$ cat config.mk
export PLATFORM = sky130hd
export DESIGN_NAME = gpio_apb_master_flat
export DESIGN_NICKNAME = d
export VERILOG_FILES = /design/src/rtl/gpio_apb_master_if.sv /design/src/rtl/gpio_apb_master.sv /design/src/flat_wrapper.sv
export SDC_FILE = /design/constraint.sdc
export NUM_CORES = 1
export LEC_CHECK = 0
export BUFFER_PORTS_ARGS = -buffer_cell sky130_fd_sc_hd__buf_2
export CAP_MARGIN = 15
export CORE_MARGIN = 2
export CORE_UTILIZATION = 50
export DETAILED_ROUTE_END_ITERATION = 6
export GPL_ROUTABILITY_DRIVEN = 0
export PLACE_DENSITY = 0.85
export SLEW_MARGIN = 20
export SYNTH_ARGS = -nofsm -noshare
export SYNTH_HDL_FRONTEND = slang
export SYNTH_SLANG_ARGS = --single-unit
$ cat constraint.sdc
create_clock -name sys_clk -period 4.2 [get_ports sys_clk]
set_input_delay 0 -clock sys_clk [delete_from_list [all_inputs] [get_ports sys_clk]]
set_output_delay 0 -clock sys_clk [all_outputs]
set_load 0.02 [all_outputs]
$ cat src/rtl/gpio_apb_master_if.sv
// APB bus bundle between gpio_apb_master and the GPIO core register port.
// The master modport drives the request side; the slave modport answers it.
interface gpio_apb_master_if #(
  parameter int ADDR_W = 32,
  parameter int DATA_W = 32
);
  logic [ADDR_W-1:0] paddr;
  logic              psel;
  logic              penable;
  logic              pwrite;
  logic [DATA_W-1:0] pwdata;
  logic [DATA_W-1:0] prdata;
  logic              pready;
  logic              pslverr;

  modport master (
    output paddr, psel, penable, pwrite, pwdata,
    input  prdata, pready, pslverr
  );

  modport slave (
    input  paddr, psel, penable, pwrite, pwdata,
    output prdata, pready, pslverr
  );
endinterface

$ cat src/rtl/gpio_apb_master.sv
// Single-transfer APB initiator for the GPIO register port: turns one valid/ready
// command into a SETUP/ACCESS pair and returns one response with error/timeout status.
module gpio_apb_master #(
  parameter int ADDR_W  = 32,
  parameter int DATA_W  = 32,
  parameter int TIMEOUT = 16
) (
  input  logic              sys_clk,
  input  logic              sys_rst,
  input  logic              cmd_valid,
  output logic              cmd_ready,
  input  logic              cmd_write,
  input  logic [ADDR_W-1:0] cmd_addr,
  input  logic [DATA_W-1:0] cmd_wdata,
  output logic              rsp_valid,
  input  logic              rsp_ready,
  output logic [DATA_W-1:0] rsp_rdata,
  output logic              rsp_err,
  output logic              rsp_timeout,
  output logic              busy,
  gpio_apb_master_if.master apb
);

  typedef enum logic [1:0] {IDLE, SETUP, ACCESS, RESP} state_t;

  // Counter must hold TIMEOUT; a zero TIMEOUT still needs one bit to exist.
  localparam int                CNT_W   = (TIMEOUT > 0) ? $clog2(TIMEOUT + 1) : 1;
  localparam logic [CNT_W-1:0]  TO_LAST = CNT_W'((TIMEOUT > 0) ? TIMEOUT - 1 : 0);
  localparam logic [CNT_W-1:0]  CNT_MAX = '1;

  state_t           state;
  logic [CNT_W-1:0] wait_cnt;

  // NOTE: every register here is assigned with <= so all updates in a cycle see
  // the pre-edge values; blocking assignments would make ordering matter.
  always_ff @(posedge sys_clk or negedge sys_rst) begin
    if (!sys_rst) begin
      state       <= IDLE;
      wait_cnt    <= '0;
      cmd_ready   <= 1'b1;
      busy        <= 1'b0;
      rsp_valid   <= 1'b0;
      rsp_rdata   <= '0;
      rsp_err     <= 1'b0;
      rsp_timeout <= 1'b0;
      apb.paddr   <= '0;
      apb.psel    <= 1'b0;
      apb.penable <= 1'b0;
      apb.pwrite  <= 1'b0;
      apb.pwdata  <= '0;
    end else begin
      case (state)
        IDLE: begin
          if (cmd_valid) begin
            cmd_ready  <= 1'b0;
            busy       <= 1'b1;
            wait_cnt   <= '0;
            apb.paddr  <= cmd_addr;
            apb.pwrite <= cmd_write;
            apb.pwdata <= cmd_wdata;
            if (cmd_addr[1:0] == 2'b00) begin
              state    <= SETUP;
              apb.psel <= 1'b1;
            end else begin
              // Misaligned: report an error without touching the bus.
              state       <= RESP;
              rsp_valid   <= 1'b1;
              rsp_err     <= 1'b1;
              rsp_timeout <= 1'b0;
              rsp_rdata   <= '0;
            end
          end
        end

        SETUP: begin
          state       <= ACCESS;
          apb.penable <= 1'b1;
        end

        ACCESS: begin
          if (apb.pready) begin
            state       <= RESP;
            apb.psel    <= 1'b0;
            apb.penable <= 1'b0;
            rsp_valid   <= 1'b1;
            rsp_err     <= apb.pslverr;
            rsp_timeout <= 1'b0;
            rsp_rdata   <= (!apb.pwrite && !apb.pslverr) ? apb.prdata : '0;
          end else begin
            if (wait_cnt != CNT_MAX) wait_cnt <= wait_cnt + 1'b1;
            // Abort on the TIMEOUT-th consecutive stalled ACCESS cycle.
            if (TIMEOUT != 0 && wait_cnt == TO_LAST) begin
              state       <= RESP;
              apb.psel    <= 1'b0;
              apb.penable <= 1'b0;
              rsp_valid   <= 1'b1;
              rsp_err     <= 1'b1;
              rsp_timeout <= 1'b1;
              rsp_rdata   <= '0;
            end
          end
        end

        RESP: begin
          if (rsp_ready) begin
            state     <= IDLE;
            rsp_valid <= 1'b0;
            wait_cnt  <= '0;
            cmd_ready <= 1'b1;
            busy      <= 1'b0;
          end
        end

        default: state <= IDLE;
      endcase
    end
  end

endmodule

$ cat src/flat_wrapper.sv
// flat-port wrapper written by rule: the top's interface ports become plain ports
module gpio_apb_master_flat 
#(
  parameter int ADDR_W  = 32,
  parameter int DATA_W  = 32,
  parameter int TIMEOUT = 16
)
  (sys_clk, sys_rst, cmd_valid, cmd_ready, cmd_write, cmd_addr, cmd_wdata, rsp_valid, rsp_ready, rsp_rdata, rsp_err, rsp_timeout, busy, apb_paddr, apb_psel, apb_penable, apb_pwrite, apb_pwdata, apb_prdata, apb_pready, apb_pslverr);
  gpio_apb_master_if #(.ADDR_W(ADDR_W), .DATA_W(DATA_W)) apb_i ();
  input  logic sys_clk;
  input  logic sys_rst;
  input  logic cmd_valid;
  output logic cmd_ready;
  input  logic cmd_write;
  input  logic [ADDR_W-1:0] cmd_addr;
  input  logic [DATA_W-1:0] cmd_wdata;
  output logic rsp_valid;
  input  logic rsp_ready;
  output logic [DATA_W-1:0] rsp_rdata;
  output logic rsp_err;
  output logic rsp_timeout;
  output logic busy;
  output wire logic [$bits(apb_i.paddr)-1:0] apb_paddr;
  output wire logic [$bits(apb_i.psel)-1:0] apb_psel;
  output wire logic [$bits(apb_i.penable)-1:0] apb_penable;
  output wire logic [$bits(apb_i.pwrite)-1:0] apb_pwrite;
  output wire logic [$bits(apb_i.pwdata)-1:0] apb_pwdata;
  input wire logic [$bits(apb_i.prdata)-1:0] apb_prdata;
  input wire logic [$bits(apb_i.pready)-1:0] apb_pready;
  input wire logic [$bits(apb_i.pslverr)-1:0] apb_pslverr;
  assign apb_paddr = apb_i.paddr;
  assign apb_psel = apb_i.psel;
  assign apb_penable = apb_i.penable;
  assign apb_pwrite = apb_i.pwrite;
  assign apb_pwdata = apb_i.pwdata;
  assign apb_i.prdata = apb_prdata;
  assign apb_i.pready = apb_pready;
  assign apb_i.pslverr = apb_pslverr;
  gpio_apb_master #(.ADDR_W(ADDR_W), .DATA_W(DATA_W), .TIMEOUT(TIMEOUT)) u_core (.sys_clk(sys_clk), .sys_rst(sys_rst), .cmd_valid(cmd_valid), .cmd_ready(cmd_ready), .cmd_write(cmd_write), .cmd_addr(cmd_addr), .cmd_wdata(cmd_wdata), .rsp_valid(rsp_valid), .rsp_ready(rsp_ready), .rsp_rdata(rsp_rdata), .rsp_err(rsp_err), .rsp_timeout(rsp_timeout), .busy(busy), .apb(apb_i));
endmodule
[Yosys cells after proc, flatten, opt, wreduce, memory -nomap -nowiden]
Index checks and enable logic that the tools add are counted.
Storage, ports and cells
  flip-flop bits (word level): 111
  bits in latches: 0
  bits in writable memories: 0
  bits in read-only memories: 0
  word-level logic and storage cells: 83
  memories: 0
Operators by class
  $add $sub $neg: 1
  $mul: 0
  divide/modulo/power cells: 0
  $lt $le $gt $ge: 0
  equal/unequal tests: 12
  shift-type cells: 0
  multiplexer cells: 40
  bitwise operators: 0
  reductions and logical operators: 17
Operators by type and width (count)
  $mux 32: 5
  $pmux 32 s2: 1
  $mux 5: 4
  $mux 1: 16
  $pmux 5 s3: 1
  $pmux 1 s2: 6
  $mux 2: 5
  $reduce_and 5->1: 2
  $ne 2x2->1 const B: 4
  $pmux 2 s4: 1
  $reduce_and 4->1: 2
  $reduce_and 3->1: 2
  $reduce_bool 2->1: 3
  $add 5x1->5 const B: 1
  $eq 5x4->1 const B: 1
  $ne 5x5->1 const B: 1
  $eq 2x2->1 const B: 2
  $logic_not 2->1: 2
  $ne 2x1->1 const B: 2
  $reduce_and 2->1: 2
  $ne 3x2->1 const B: 1
  $pmux 1 s3: 1
  $reduce_bool 3->1: 1
  $eq 2x1->1 const B: 1
  2 further kinds: 3

[Logic depth before layout (Yosys ltp)]
  word-level depth: 5
  depth in mapped cells: 9

[Worst setup path before layout]
Ideal clock, no wire load.
  path type: register -> register
  from: register u_core.wait_cnt[0]
  to: register u_core.rsp_err
  data arrival time: 1.816 ns
  required time: 4.070 ns
  slack: 2.255 ns
  cell stages (with the launch flop): 10
  clock period less this slack: 1.945 ns
  cells stage by stage: dfrtp_1 > ha_1 > and3_1 > ha_1 > nor3b_2 > a2111oi_4 > buf_6 > buf_6 > nor2_1 > a21oi_2
On the way
  word-level cells in the longest chain between the ends: 3
Ends and longest elaborated chain
  start, declared: RTL line gpio_apb_master.sv:32  | logic [CNT_W-1:0] wait_cnt;
  start signal, assigned: RTL line gpio_apb_master.sv:90  | if (wait_cnt != CNT_MAX) wait_cnt <= wait_cnt + 1'b1;
  $eq 5x4->1: RTL line gpio_apb_master.sv:92  | if (TIMEOUT != 0 && wait_cnt == TO_LAST) begin
  $ne 3x2->1 (no line)
  $reduce_and 4->1 (no line)
  end signal, assigned: RTL line gpio_apb_master.sv:86  | rsp_err <= apb.pslverr;
  end, declared: RTL line gpio_apb_master.sv:18  | output logic rsp_err,
Every way passes these cells.
A chain may end at the register's enable or synchronous reset.

[Worst setup path in the final report]
  from: register u_core.state[0]
  to: register u_core.apb.pwdata[19]
On the way
  word-level cells in the longest chain between the ends: 2
Ends and longest elaborated chain
  start, declared: RTL line gpio_apb_master.sv:31  | state_t state;
  start signal, assigned: RTL line gpio_apb_master.sv:38  | state <= IDLE;
  start signal, assigned: RTL line gpio_apb_master.sv:62  | state <= SETUP;
  start signal, assigned: RTL line gpio_apb_master.sv:66  | state <= RESP;
  $logic_not 2->1: RTL line gpio_apb_master.sv:52  | case (state)
  $reduce_and 2->1 (no line)
  end signal, assigned: RTL line gpio_apb_master.sv:60  | apb.pwdata <= cmd_wdata;
  end, declared: RTL line gpio_apb_master_if.sv:17  | output paddr, psel, penable, pwrite, pwdata,
Every way passes these cells.

==> impl_metrics.ini <==
[drt]
wl_per_cell_um = 16.6
vias = 4007
viasPerCell = 5.16
dr.pass1.iters = 5
ant_nets = 0
wirelength_mm = 12.9
drc_errors = 0
drt_iter0_drc = 116

[global_routing]
grt_max_degree = 77
antenna_found_initial = 0
grt_pass1_vias = 4167
grt_pass1_wl_mm = 20.1
grt-ovfl-total = 0
grtUsageTotal_pct = 25.8

[worst_setup_path]
path_max_fanout = 36
worstPathArrival_ns = 2.66
required_ns = 4.45
cp-start-kind = flop
worstSetupPathType = reg2reg
endpoint_kind = flop

[place]
dpl.hpwl_mm = 7.46
numPortBuffers = 206
pre_cts_ws_ns = 1.82

[floorplanning]
start_util_pct = 51.8
die_area_um2 = 9860
coreArea_um2 = 8760
boundaryPins = 207
die_w_um = 99.3
rows = 34
die_y_um = 99.3

[synthesis]
synth_fa_ha_area_share_pct = 2.20
synth_nets = 474
netlist_area_um2 = 4540
synth-seq-cells = 111
synthCells = 363
synthMuxAreaShare_pct = 16.6
yosys_warnings = 0
synthXorXnorAreaFrac_pct = 0
seq_area_frac_synth_pct = 61.2
synth_compound_area_share_pct = 7.71
synth_top_family_by_area = multiplexers
synth-simple-area-share_pct = 6.77
ys_types = 32
syn_area_per_cell_um2 = 12.5

[cells_and_area]
n_antenna_cell = 0
layout-drive-gt1-share_pct = 44.7
synthToLayoutAreaGrowth_pct = 50.0
mostFrequentLayoutCell = buf_2
nets = 775
mostFrequentLayoutCells = buf_2 (205), dfrtp_1 (110), dlygate4sd3_1 (99)

[clock_network]
insertion_delay_ns = 0.38
cts_sinks = 111
ctsRootBufferMaster = clkbuf_8
path_clk_slew_ns = 0.11
clk_path_buf_depth = 2
cts_made_buffers = 9
cts_max_level = 3
cts_tree = done

[timing]
totalNegativeSetupSlack_ns = 0
fin_ws_ns = 1.78
final_max_slew_viol_count = 0
relSlewSlack_pct = 38.0
finalHoldViolCount = 0
skew_ns = 0.0203
period_needed_ns = 2.42
rsz0062_at_grt = false
fmax_mhz = 413
worst_pin_slew_ns = 0.931
finalSetupViolCount = 0
fin_crit_sh_pct = 57.6

[power]
vdd_drop_max_mv = 0.465
p_leak_nw = 3.34
powerDensity_nw_per_um2 = 642

[hold_path]
hold_class = in2reg

[job]
maxCapViolCount = 0

[status]
outcome = finished clean
[layout make-up]
cell class | instances | area (µm²)
flip-flops and latches | 111 | 2780
repair buffers | 309 | 2050
fillers | 540 | 1950
multi-input cells | 193 | 1520
inverters | 40 | 150
well taps | 108 | 135
clock buffers | 10 | 128
clock inverters | 6 | 51.3
[sequential cells by signal (all words and copies together) (netlist names)]
name / count
u_core.state: 2
u_core.cmd_ready: 1
u_core.apb.pwrite: 1
u_core.rsp_err: 1
u_core.apb.penable: 1
u_core.rsp_rdata: 32
u_core.rsp_timeout: 1
u_core.rsp_valid: 1
u_core.apb.psel: 1
u_core.apb.pwdata: 32
u_core.busy: 1
u_core.apb.paddr: 32
u_core.wait_cnt: 5
[layer usage]
layer	GRT usage, %	part of all wire (%)	vias to the layer above	wire length, µm
met5	0	0	-	0
met4	8.22	2.1	0	267
met3	7.03	8.4	26	1090
met2	46.5	51	197	6530
met1	29.8	39	1951	4980
li1	-	-	1833	-
[cell usage after synthesis (all sizes together)]
cell type,instances,area share [%]
a2111oi,1,0.61
a211o,2,0.39
a211oi,1,0.17
a21oi,3,0.41
a22o,1,0.19
a22oi,1,0.17
and2,1,0.14
and3,1,0.14
buf,10,1.5
clkbuf,9,0.74
dfrtp,110,61
dfstp,1,0.58
ha,8,2.2
inv,40,3.3
mux2,66,16
mux2i,1,0.22
nand2,10,0.83
nand3,35,3.9
nand3b,2,0.33
nand4,1,0.14
nor2,6,0.50
nor2b,1,0.19
nor3,2,0.22
nor3b,1,0.28
o211ai,1,0.17
o21ai,42,4.6
o21ba,1,0.22
o221ai,2,0.39
o41ai,2,0.39
or4,1,0.17
[timing repair]
action,in CTS,in global routing
gates resized for setup,0,0
hold buffers,99,0
endpoints found under the hold margin,173,0
setup buffers,0,0
[metrics by stage]
stage	cells	total power [mW]	hold WS, ns	util [%]	instance area [µm²]
final	777	4.37	0.0123	77.8	6820
after global routing	777	4.64	0.0642	77.8	6820
after CTS	777	4.35	0.00783	77.8	6820
after detailed placement	662	3.68	0.204	64.4	5650
after global placement	662	3.60	0.187	64.4	5650
after floorplan	363	3.07	-0.296	-	4540
[worst paths after layout]
| kind | slack, ns | startpoint | endpoint | cells past startpoint |
|---|---|---|---|---|
| min | 0.01 | cmd_valid | u_core.busy | 3 |
| max in group asynchronous | 2.83 | sys_rst | u_core.cmd_ready | 3 |
| min in group asynchronous | 0.29 | sys_rst | u_core.rsp_rdata[1] | 2 |
| min reg2reg | 0.51 | u_core.apb.pwdata[27] | u_core.apb.pwdata[27] | 1 |
| max | 1.78 | u_core.state[0] | u_core.apb.pwdata[19] | 5 |
| max reg2reg | 1.78 | u_core.state[0] | u_core.apb.pwdata[19] | 5 |
[critical path: stages (launching register included)]
cell,delay [ns]
dfrtp_1,0.39
inv_1,0.10
ha_1,0.32
nand2_2,0.56
buf_4,0.52
mux2_2,0.40
[report_power, final]
group	internal [mW]	leakage [nW]	switching, mW	total, mW
registers	1.49	1.38	0.228	1.71
clock network	0.225	0.0814	0.370	0.595
logic	0.824	1.88	1.24	2.06
[logic make-up (layout without fill, tap and decap cells)]
family          Yosys count  in the layout
simple gates             61             61
buf+inv                  59            365
fa+ha+maj                 8              8
mux                      67             67
flops                   111            111
compound gates           57             57
Note: power is estimated with default switching activity, not from simulation.
